<file path="src/rtl/processor_mem_pkg.sv">
// Shared constants and FSM state type for the on-chip memory block copier.
package processor_mem_pkg;

  // Word-address width and number of valid words of the memory slave.
  localparam int ADDR_W = 13;
  localparam int DEPTH  = 5120;

  // Full 32-bit word lanes on every access.
  localparam logic [3:0] BE_ALL = 4'hF;

  typedef enum logic [2:0] {
    IDLE  = 3'd0,
    CHECK = 3'd1,
    RD    = 3'd2,
    RWAIT = 3'd3,
    WR    = 3'd4,
    FIN   = 3'd5
  } state_t;

endpackage

</file>
<file path="src/rtl/processor_mem_copier_lat.sv">
// Read-latency down-counter: loaded when a read is accepted, it raises
// capture in the cycle whose closing edge sees valid readdata, i.e.
// exactly READ_LATENCY edges after the accepting edge (READ_LATENCY 1..3).
module processor_mem_copier_lat #(
  parameter int READ_LATENCY = 1
) (
  input  logic clk,
  input  logic reset_n,
  input  logic load,
  output logic capture
);

  localparam logic [1:0] LOAD_VAL = 2'(READ_LATENCY);

  logic [1:0] count;

  // Load on read acceptance, then count down to zero and stop.
  always_ff @(posedge clk) begin
    if (!reset_n) begin
      count <= 2'd0;
    end else if (load) begin
      count <= LOAD_VAL;
    end else if (count != 2'd0) begin
      count <= count - 2'd1;
    end
  end

  assign capture = (count == 2'd1);

endmodule

</file>
<file path="src/rtl/processor_mem_copier.sv">
// Avalon-MM block copier: moves len words from src to dst, one read then
// one write per word, strictly ascending.
// Optional build macro PROCESSOR_MEM_COPIER_CHECKSUM_EN adds a 32-bit sum of
// every word read (port checksum).
//
// Bus handshake: a request (avm_read or avm_write, never both) together with
// avm_address/avm_writedata is held unchanged for as long as avm_waitrequest
// is high; it is accepted at the first rising edge where request=1 and
// avm_waitrequest=0, and the request drops (or moves on) in the next cycle.
// Control handshake: start is looked at only while idle; busy is high from
// the cycle after that start until the done pulse, which also ends busy.
module processor_mem_copier #(
  parameter int ADDR_W       = processor_mem_pkg::ADDR_W,
  parameter int DEPTH        = processor_mem_pkg::DEPTH,
  parameter int READ_LATENCY = 1
) (
  input  logic              clk,
  input  logic              reset_n,
  input  logic              start,
  input  logic [ADDR_W-1:0] src,
  input  logic [ADDR_W-1:0] dst,
  input  logic [ADDR_W-1:0] len,
  output logic              busy,
  output logic              done,
  output logic              error,
  output logic [ADDR_W-1:0] avm_address,
  output logic [3:0]        avm_byteenable,
  output logic              avm_read,
  output logic              avm_write,
  output logic [31:0]       avm_writedata,
  input  logic [31:0]       avm_readdata,
  input  logic              avm_waitrequest,
`ifdef PROCESSOR_MEM_COPIER_CHECKSUM_EN
  output logic [31:0]       checksum,
`endif
  output logic [2:0]        fsm_state
);

  import processor_mem_pkg::*;

  // Range sums carry one extra bit so src+len can never wrap.
  localparam int              SUM_W     = ADDR_W + 1;
  localparam logic [SUM_W-1:0] DEPTH_EXT = SUM_W'(DEPTH);
  localparam logic [ADDR_W-1:0] ONE      = ADDR_W'(1);

  state_t            state;
  logic [ADDR_W-1:0] cur_src;
  logic [ADDR_W-1:0] cur_dst;
  logic [ADDR_W-1:0] remaining;
  logic [SUM_W-1:0]  src_end;
  logic [SUM_W-1:0]  dst_end;
  logic              range_bad;
  logic              rd_accept;
  logic              capture;

  assign src_end   = {1'b0, cur_src} + {1'b0, remaining};
  assign dst_end   = {1'b0, cur_dst} + {1'b0, remaining};
  assign range_bad = (src_end > DEPTH_EXT) || (dst_end > DEPTH_EXT);
  assign rd_accept = (state == RD) && avm_read && !avm_waitrequest;

  assign busy           = (state != IDLE);
  assign avm_byteenable = BE_ALL;
  assign fsm_state      = state;

  processor_mem_copier_lat #(
    .READ_LATENCY(READ_LATENCY)
  ) u_lat (
    .clk    (clk),
    .reset_n(reset_n),
    .load   (rd_accept),
    .capture(capture)
  );

  // Copy sequencer with registered bus and status outputs; the write-data
  // register doubles as the holding register for the word just read.
  always_ff @(posedge clk) begin
    if (!reset_n) begin
      state         <= IDLE;
      done          <= 1'b0;
      error         <= 1'b0;
      avm_read      <= 1'b0;
      avm_write     <= 1'b0;
      avm_address   <= '0;
      avm_writedata <= '0;
      cur_src       <= '0;
      cur_dst       <= '0;
      remaining     <= '0;
    end else begin
      done <= 1'b0;
      case (state)
        IDLE: begin
          if (start) begin
            cur_src   <= src;
            cur_dst   <= dst;
            remaining <= len;
            error     <= 1'b0;
            state     <= CHECK;
          end
        end
        CHECK: begin
          if (range_bad) begin
            error <= 1'b1;
            done  <= 1'b1;
            state <= FIN;
          end else if (remaining == '0) begin
            done  <= 1'b1;
            state <= FIN;
          end else begin
            avm_read    <= 1'b1;
            avm_address <= cur_src;
            state       <= RD;
          end
        end
        RD: begin
          if (!avm_waitrequest) begin
            avm_read <= 1'b0;
            state    <= RWAIT;
          end
        end
        RWAIT: begin
          if (capture) begin
            avm_writedata <= avm_readdata;
            avm_write     <= 1'b1;
            avm_address   <= cur_dst;
            state         <= WR;
          end
        end
        WR: begin
          if (!avm_waitrequest) begin
            avm_write <= 1'b0;
            cur_src   <= cur_src + ONE;
            cur_dst   <= cur_dst + ONE;
            remaining <= remaining - ONE;
            if (remaining == ONE) begin
              done  <= 1'b1;
              state <= FIN;
            end else begin
              avm_read    <= 1'b1;
              avm_address <= cur_src + ONE;
              state       <= RD;
            end
          end
        end
        FIN: begin
          state <= IDLE;
        end
        default: begin
          state <= IDLE;
        end
      endcase
    end
  end

`ifdef PROCESSOR_MEM_COPIER_CHECKSUM_EN
  // Running mod-2^32 sum of captured read words, cleared by an accepted start.
  always_ff @(posedge clk) begin
    if (!reset_n) begin
      checksum <= '0;
    end else if ((state == IDLE) && start) begin
      checksum <= '0;
    end else if ((state == RWAIT) && capture) begin
      checksum <= checksum + avm_readdata;
    end
  end
`endif

endmodule

</file>
<file path="config.mk">
export PLATFORM = sky130hd
export DESIGN_NAME = processor_mem_copier
export DESIGN_NICKNAME = d
export VERILOG_FILES = /design/src/rtl/processor_mem_pkg.sv /design/src/rtl/processor_mem_copier_lat.sv /design/src/rtl/processor_mem_copier.sv
export SDC_FILE = /design/constraint.sdc
export NUM_CORES = 1
export LEC_CHECK = 0
export ABC_CLOCK_PERIOD_IN_PS = 4800
export CAP_MARGIN = 40
export CORE_MARGIN = 3
export CORE_UTILIZATION = 40
export DETAILED_ROUTE_END_ITERATION = 7
export HOLD_SLACK_MARGIN = 0.1
export MAX_ROUTING_LAYER = met4
export PLACE_DENSITY = 0.66
export SLEW_MARGIN = 20
export SYNTH_ARGS = -nofsm -noshare
export SYNTH_HDL_FRONTEND = slang
export SYNTH_SLANG_ARGS = --single-unit
export TNS_END_PERCENT = 10
</file>
<file path="constraint.sdc">
create_clock -name clk -period 4.8 [get_ports clk]
set_clock_uncertainty 0.1 [all_clocks]
set_input_delay 1.44 -clock clk [delete_from_list [all_inputs] [get_ports clk]]
set_output_delay 1.44 -clock clk [all_outputs]
set_load 0.03 [all_outputs]
</file>
# Word level (Yosys, flattened, before mapping)
# Cells that the tools add are included.
# classes
reduce_logical,22
bitwise,1
eq_ne,14
magnitude_cmp,2
mux,41
addsub,6
# ops
operator,count
2-to-1 mux 13 bit,11
case mux 13 bit (2 select lines),3
case mux 13 bit (3 select lines),1
adder 13 x 13 -> 14 bit,2
greater-than comparator 14 x 13 -> 1 bit (second input constant),2
adder 13 x 1 -> 13 bit (second input constant),2
2-to-1 mux 3 bit,7
!= test 2 bit (second input constant),8
case mux 3 bit (5 select lines),1
2-to-1 mux 1 bit,14
== test 13 x 1 -> 1 bit (second input constant),1
zero test 13 bit,1
subtractor 13 x 1 -> 13 bit (second input constant),1
AND reduction 6 bit,2
nonzero test 2 bit,5
AND reduction 3 bit,3
nonzero test 3 bit,3
== test 3 x 2 -> 1 bit (second input constant),2
case mux 1 bit (2 select lines),3
AND reduction 4 bit,1
== test 3 x 1 -> 1 bit (second input constant),1
== test 3 bit (second input constant),1
zero test 3 bit,1
case mux 1 bit (3 select lines),1
8 further kinds,9
# totals
in_bits,75
register_bits,93
wordCells,98
out_inout_bits,57

# Longest topological paths before layout
# logic_depth
word_depth,5
mapped_depth,14
depth_no_buf,13

# Modules after synthesis
# Synthesis repeated with hierarchy kept, for this count alone.
# hier_totals
cells_unflattened,815
hier_area_um2,6109.6
# by_module_without_submodules
module,cells_each,n_inst,seq_area_each_um2,area_each_um2
processor_mem_copier,804,1,1821.7,5995.8
processor_mem_copier_lat,11,1,40.0,113.9

# Worst setup path before layout
# OpenSTA, ideal clock, no wires.
# synth_timing
kind,register to register
start,reg remaining[0]
end,reg avm_address[11]
period_less_slack_ns,3.087
arrival_time_ns,2.868
slack_ns,1.713
required_time_ns,4.581
path_buffers,1
path_stages_with_launch,15
setup_ns,0.119
cell_sequence,dfxtp_1 > ha_1 > inv_1 > fa_1 > nand2b_1 > a21oi_1 > o211a_1 > nor3_1 > or2_1 > a211oi_2 > o21ai_2 > a31o_4 > and2_4 > buf_6 > o221a_1
# synth_via
elab_chain_cells,5
word_cells_on_any_way,11
classes_between,2 x add/sub; 2 x order compare; 4 x eq/ne; 3 x reduce/logical
# synth_rtl
item,line,text
"start, declared",processor_mem_copier.sv:49,logic [ADDR_W-1:0] remaining;
"start signal, assigned",processor_mem_copier.sv:95,remaining <= len;
"start signal, assigned",processor_mem_copier.sv:133,remaining <= remaining - ONE;
adder 13 x 13 -> 14 bit (on tied branches),"processor_mem_copier.sv:56, processor_mem_copier.sv:57",
greater-than comparator 14 x 13 -> 1 bit,processor_mem_copier.sv:58,assign range_bad = (src_end > DEPTH_EXT) || (dst_end > DEPTH_EXT);
logical OR 1 bit,processor_mem_copier.sv:58,
!= test 2 bit (no line),n/a,
AND reduction 6 bit (no line) *,n/a,
"end signal, assigned",processor_mem_copier.sv:110,avm_address <= cur_src;
"end signal, assigned",processor_mem_copier.sv:124,avm_address <= cur_dst;
"end signal, assigned",processor_mem_copier.sv:139,avm_address <= cur_src + ONE;
"end, declared",processor_mem_copier.sv:26,"output logic [ADDR_W-1:0] avm_address,"
# Every way passes the cells marked *; elsewhere a longest branch is shown, timed or not.
# A chain may end at the register's enable or synchronous reset.

# Worst setup path after layout
# layout_timing
start,reg cur_dst[0]
end,reg avm_address[9]
# layout_via
elab_chain_cells,5
# layout_rtl
item,line,text
"start, declared",processor_mem_copier.sv:48,logic [ADDR_W-1:0] cur_dst;
"start signal, assigned",processor_mem_copier.sv:94,cur_dst <= dst;
"start signal, assigned",processor_mem_copier.sv:132,cur_dst <= cur_dst + ONE;
adder 13 x 13 -> 14 bit,processor_mem_copier.sv:57,"assign dst_end = {1'b0, cur_dst} + {1'b0, remaining};"
greater-than comparator 14 x 13 -> 1 bit,processor_mem_copier.sv:58,
logical OR 1 bit,processor_mem_copier.sv:58,
!= test 2 bit (no line),n/a,
AND reduction 6 bit (no line),n/a,
# Every way passes these cells.

==> results_tabular.tex <==
\begin{tabular}{lr}
\hline
Metric & Value \\
\hline
\multicolumn{2}{l}{\textbf{Yosys}} \\
\quad Top cells by area in the synthesized netlist & dfxtp\_1 (31\%), a21oi\_1 (8.3\%), nand2\_1 (7.8\%) \\
\quad Number of library cell types mapped by synthesis & 70 \\
\quad Number of flip-flops and latches in the synthesized netlist & 93 \\
\quad Yosys warning total & 0 \\
\quad Most numerous cell in the Yosys netlist & nand2\_1 \\
\quad EDFF count, synth & 0 \\
\quad Sequential share of the synthesized area & 31.1\% \\
\quad Number of instances in the synthesized netlist & 796 \\
\quad Area share of the leading cell type in the synthesized netlist & 31.1\% \\
\quad Leading register cell type out of synthesis & dfxtp\_1 \\
\quad Cell taking the most area after synthesis & dfxtp\_1 \\
\quad Most common library cells after synthesis & nand2\_1 (125), a21oi\_1 (99), dfxtp\_1 (93) \\
\quad Fraction of registers with async set or reset after synthesis & 0\% \\
\quad Mapped cell area & 0.00599 sq mm \\
\quad Synth Area per Inst & approximately 7.5 sq um \\
\multicolumn{2}{l}{\textbf{STA}} \\
\quad Final count of pins violating max slew & 0 \\
\quad Final sum of negative setup slack & 0 ns \\
\quad Max Freq & 276 MHz \\
\quad Setup repair after global routing missed its margin & no \\
\quad Final critical path time including I/O delays and setup & 3.62 ns \\
\quad Worst Tran Pin Value & just over 0.8 ns \\
\quad Headroom to the max-slew limit & between 40\% and 50\% \\
\quad Slack of the critical path & 1.18 ns \\
\quad Number of endpoints with negative hold slack in the final report & 0 \\
\quad Fraction of the cycle the final worst path needs & 75.4\% \\
\quad Count of final setup violators & 0 \\
\quad Worst hold slack across all endpoints & roughly 0.35 ns \\
\multicolumn{2}{l}{\textbf{Setup path}} \\
\quad Category of the worst setup path launch point & flop \\
\quad Depth of the worst register-to-register path & 13 \\
\quad Crit-path max cell delay & 0.52 ns \\
\quad Largest delay contributor family on the critical path & compound AO/OA/AOI/OAI gates \\
\quad Critical Path End & avm\_address[9] \\
\quad FF-to-FF Start & cur\_dst[0] \\
\quad Path type of the worst setup path & flop to flop \\
\quad Cells along the critical path & ha\_1, inv\_1, fa\_1, nand2b\_1, a21oi\_1, or2\_2, o21ai\_0, a2111oi\_0, nand4\_1, o21ai\_2, a31oi\_1, buf\_2, o221a\_2 \\
\quad Register-to-register setup slack & 1.18 ns \\
\quad Slowest-stage cell, CP & a2111oi\_0 \\
\quad Required @ worst endpoint & 4.93 ns \\
\quad Crit Path Max Fanout & 10 \\
\quad Launching element of the worst setup path & cur\_dst[0] \\
\quad Type of element capturing the critical path & flop \\
\quad Worst path bufs/invs & 2 \\
\quad Worst endpoint data arrival time & 3.75 ns \\
\quad RR Endpoint & avm\_address[9] \\
\quad Depth of the critical timing path with buffers and inverters included & 13 \\
\multicolumn{2}{l}{\textbf{Die}} \\
\quad DIE AREA & 0.0165 sq mm \\
\quad Effective utilization at floorplan & between 40\% and 50\% \\
\quad Die span in x & $\sim$130 um \\
\quad Core footprint & 0.0146 sq mm \\
\quad Number of rows in the core area & 44 \\
\quad Y dimension of the die & 128 um \\
\quad Number of top-level design ports & about 130 \\
\multicolumn{2}{l}{\textbf{Clocking}} \\
\quad Num CTS Buffers & 9 \\
\quad Reg clk slew, reported paths & 0.07 ns \\
\quad Hold bufs inserted after CTS & 0 \\
\quad Root Buffer & clkbuf\_16 \\
\quad Count of clock tree sinks & 93 \\
\quad Total number of H-tree levels & 3 \\
\quad Later-pin clock latency in the skew report & between 0.3 and 0.4 ns \\
\quad Clock tree buffer depth & 2 \\
\quad Number of setup buffers added after CTS & 0 \\
\quad CTS resizes & 0 \\
\quad TritonCTS clock tree & yes \\
\multicolumn{2}{l}{\textbf{Finish}} \\
\quad Fillers & 1,447 \\
\quad Final design area excluding fillers & about 0.0077 sq mm \\
\quad Nets@finish & 1,012 \\
\quad Fraction of layout cells with a size suffix above 1 & 5.51\% \\
\quad Number of antenna cells inserted & 0 \\
\quad Area delta synth->final & 29.1\% \\
\quad Sequential cell area & 0.00186 sq mm \\
\quad Area of the multi-input gates & between 0.003 and 0.004 sq mm \\
\quad Post-route non-filler standard cell count & approximately 1.1k \\
\multicolumn{2}{l}{\textbf{GRT}} \\
\quad Number of antenna violations at the first check in global routing & 0 \\
\quad Final global-route overflow total & 0 \\
\quad Pin count of the biggest net entering global routing & 49 \\
\quad All-layer global routing usage & about a quarter \\
\quad Number of global-route vias before repair & around 5.7k \\
\quad Global-route wire length before repair & approximately 30 mm \\
\multicolumn{2}{l}{\textbf{Place}} \\
\quad Place WS & roughly 1.1 ns \\
\quad Placer Congestion & between 0.9 and 1 \\
\quad Area after DPL & between 0.007 and 0.008 sq mm \\
\quad Detail Placement HPWL & 13.9 mm \\
\quad DP Cell Count & about 1.1k \\
\quad Port-buffer cells & 127 \\
\multicolumn{2}{l}{\textbf{Pwr}} \\
\quad Maximum VDD drop & 227 uV \\
\quad Power per unit of standard cell area & 534 mW/mm\^{}2 \\
\quad Leakage Power & 2.96 nW \\
\multicolumn{2}{l}{\textbf{Drt}} \\
\quad Drt first pass iters & 5 \\
\quad Via density per instance & 5.81 \\
\quad DR DRC count & 0 \\
\quad WL per Instance & 17.7 um \\
\quad Overall routed net length & 19.3 mm \\
\quad Number of DRC violations after detailed-routing iteration 0 & 441 \\
\quad Remaining antenna violation count & 0 \\
\quad Routed vias & approximately 6.3k \\
\multicolumn{2}{l}{\textbf{Hold path}} \\
\quad Hold crit path type & flop to flop \\
\quad Worst Min Path Start & avm\_writedata[10] \\
\multicolumn{2}{l}{\textbf{Run status}} \\
\quad Run status & completed \\
\multicolumn{2}{l}{\textbf{Flow run}} \\
\quad Max-Cap Viols & 0 \\
\hline
\end{tabular}
==> cells in the final DEF (no fill, tap or decap), drive strengths merged, types with 6 or more instances in the layout <==
master and count:
a211oi 16, o22ai 11, o21ai 63, clkbuf 12
a21boi 17, nand4 7, a21o 6, a21oi 99
nand2 125, nor3b 6, inv 24, a221oi 12
clkdlybuf4s50 127, nor2 56, a31oi 8, xor2 16
xnor2 6, buf 15, and3 15, dfxtp 93
nand3 28, o221a 13, nor3 17, ha 32
o211a 6
==> through the flow <==
step	util [%]	total power, mW
6_report	53.0	4.13
5_1_grt	53.0	4.40
4_1_cts	52.9	4.10
3_5_place_dp	50.7	3.33
3_3_place_gp	50.7	3.31
2_1_floorplan	-	2.66
==> worst min-delay path: stages, from the launching register on <==
cell	delay [ns]
dfxtp_1	0.31
nand2_1	0.05
a21oi_1	0.05
==> flip-flops by register name, indices dropped and copies added, names as in the netlist <==
| register | cells |
|---|---|
| cur_dst | 13 |
| avm_writedata | 32 |
| avm_write | 1 |
| fsm_state | 3 |
| avm_read | 1 |
| error | 1 |
| cur_src | 13 |
| avm_address | 13 |
| remaining | 13 |
| done | 1 |
| u_lat.count | 2 |
==> how the worst min path moves through the flow <==
stage | to | slack [ns] | depth (start not counted)
final | avm_writedata[10] | 0.35 | 2
after detailed placement | avm_writedata[10] | 0.35 | 2
after global routing | avm_writedata[12] | 0.37 | 2
after floorplan | cur_dst[12] | 0.37 | 2
after CTS | avm_writedata[10] | 0.36 | 2
after global placement | avm_writedata[13] | 0.34 | 2
==> per-layer routing <==
metal | vias up | share of wire [%] | GRT usage [%]
met1 | 2977 | 47 | 33.1
met3 | 34 | 6.1 | 4.73
met5 | - | 0 | -
met2 | 221 | 44 | 33.2
met4 | 0 | 2.6 | 7.55
li1 | 3110 | - | -
==> where the power goes <==
group / total [mW] / internal, mW / switching, mW
Clock: 0.761 / 0.449 / 0.312
Sequential: 1.23 / 0.961 / 0.264
Combinational: 2.14 / 0.866 / 1.28
Total: 4.13 / 2.28 / 1.85
==> area by class of cell <==
class	instances	share of cell area, %
sequential	93	24.1
clock inverter	4	0.680
multi-input combinational	634	49.7
tap	184	2.98
clock buffer	12	3.45
inverter	23	1.12
timing repair buffer	142	18.0
==> logic make-up after synthesis <==
group                    share of synthesized area, %
AO/OA/AOI/OAI                                    30.5
XOR/XNOR                                         3.22
adder cells (fa/ha/maj)                          7.35
buffers and inverters                            5.03
flip-flops                                       31.1
multiplexers                                    0.355
other                                          0.0626
AND/OR/NAND/NOR                                  22.4
(Power assumes the default switching activity.)
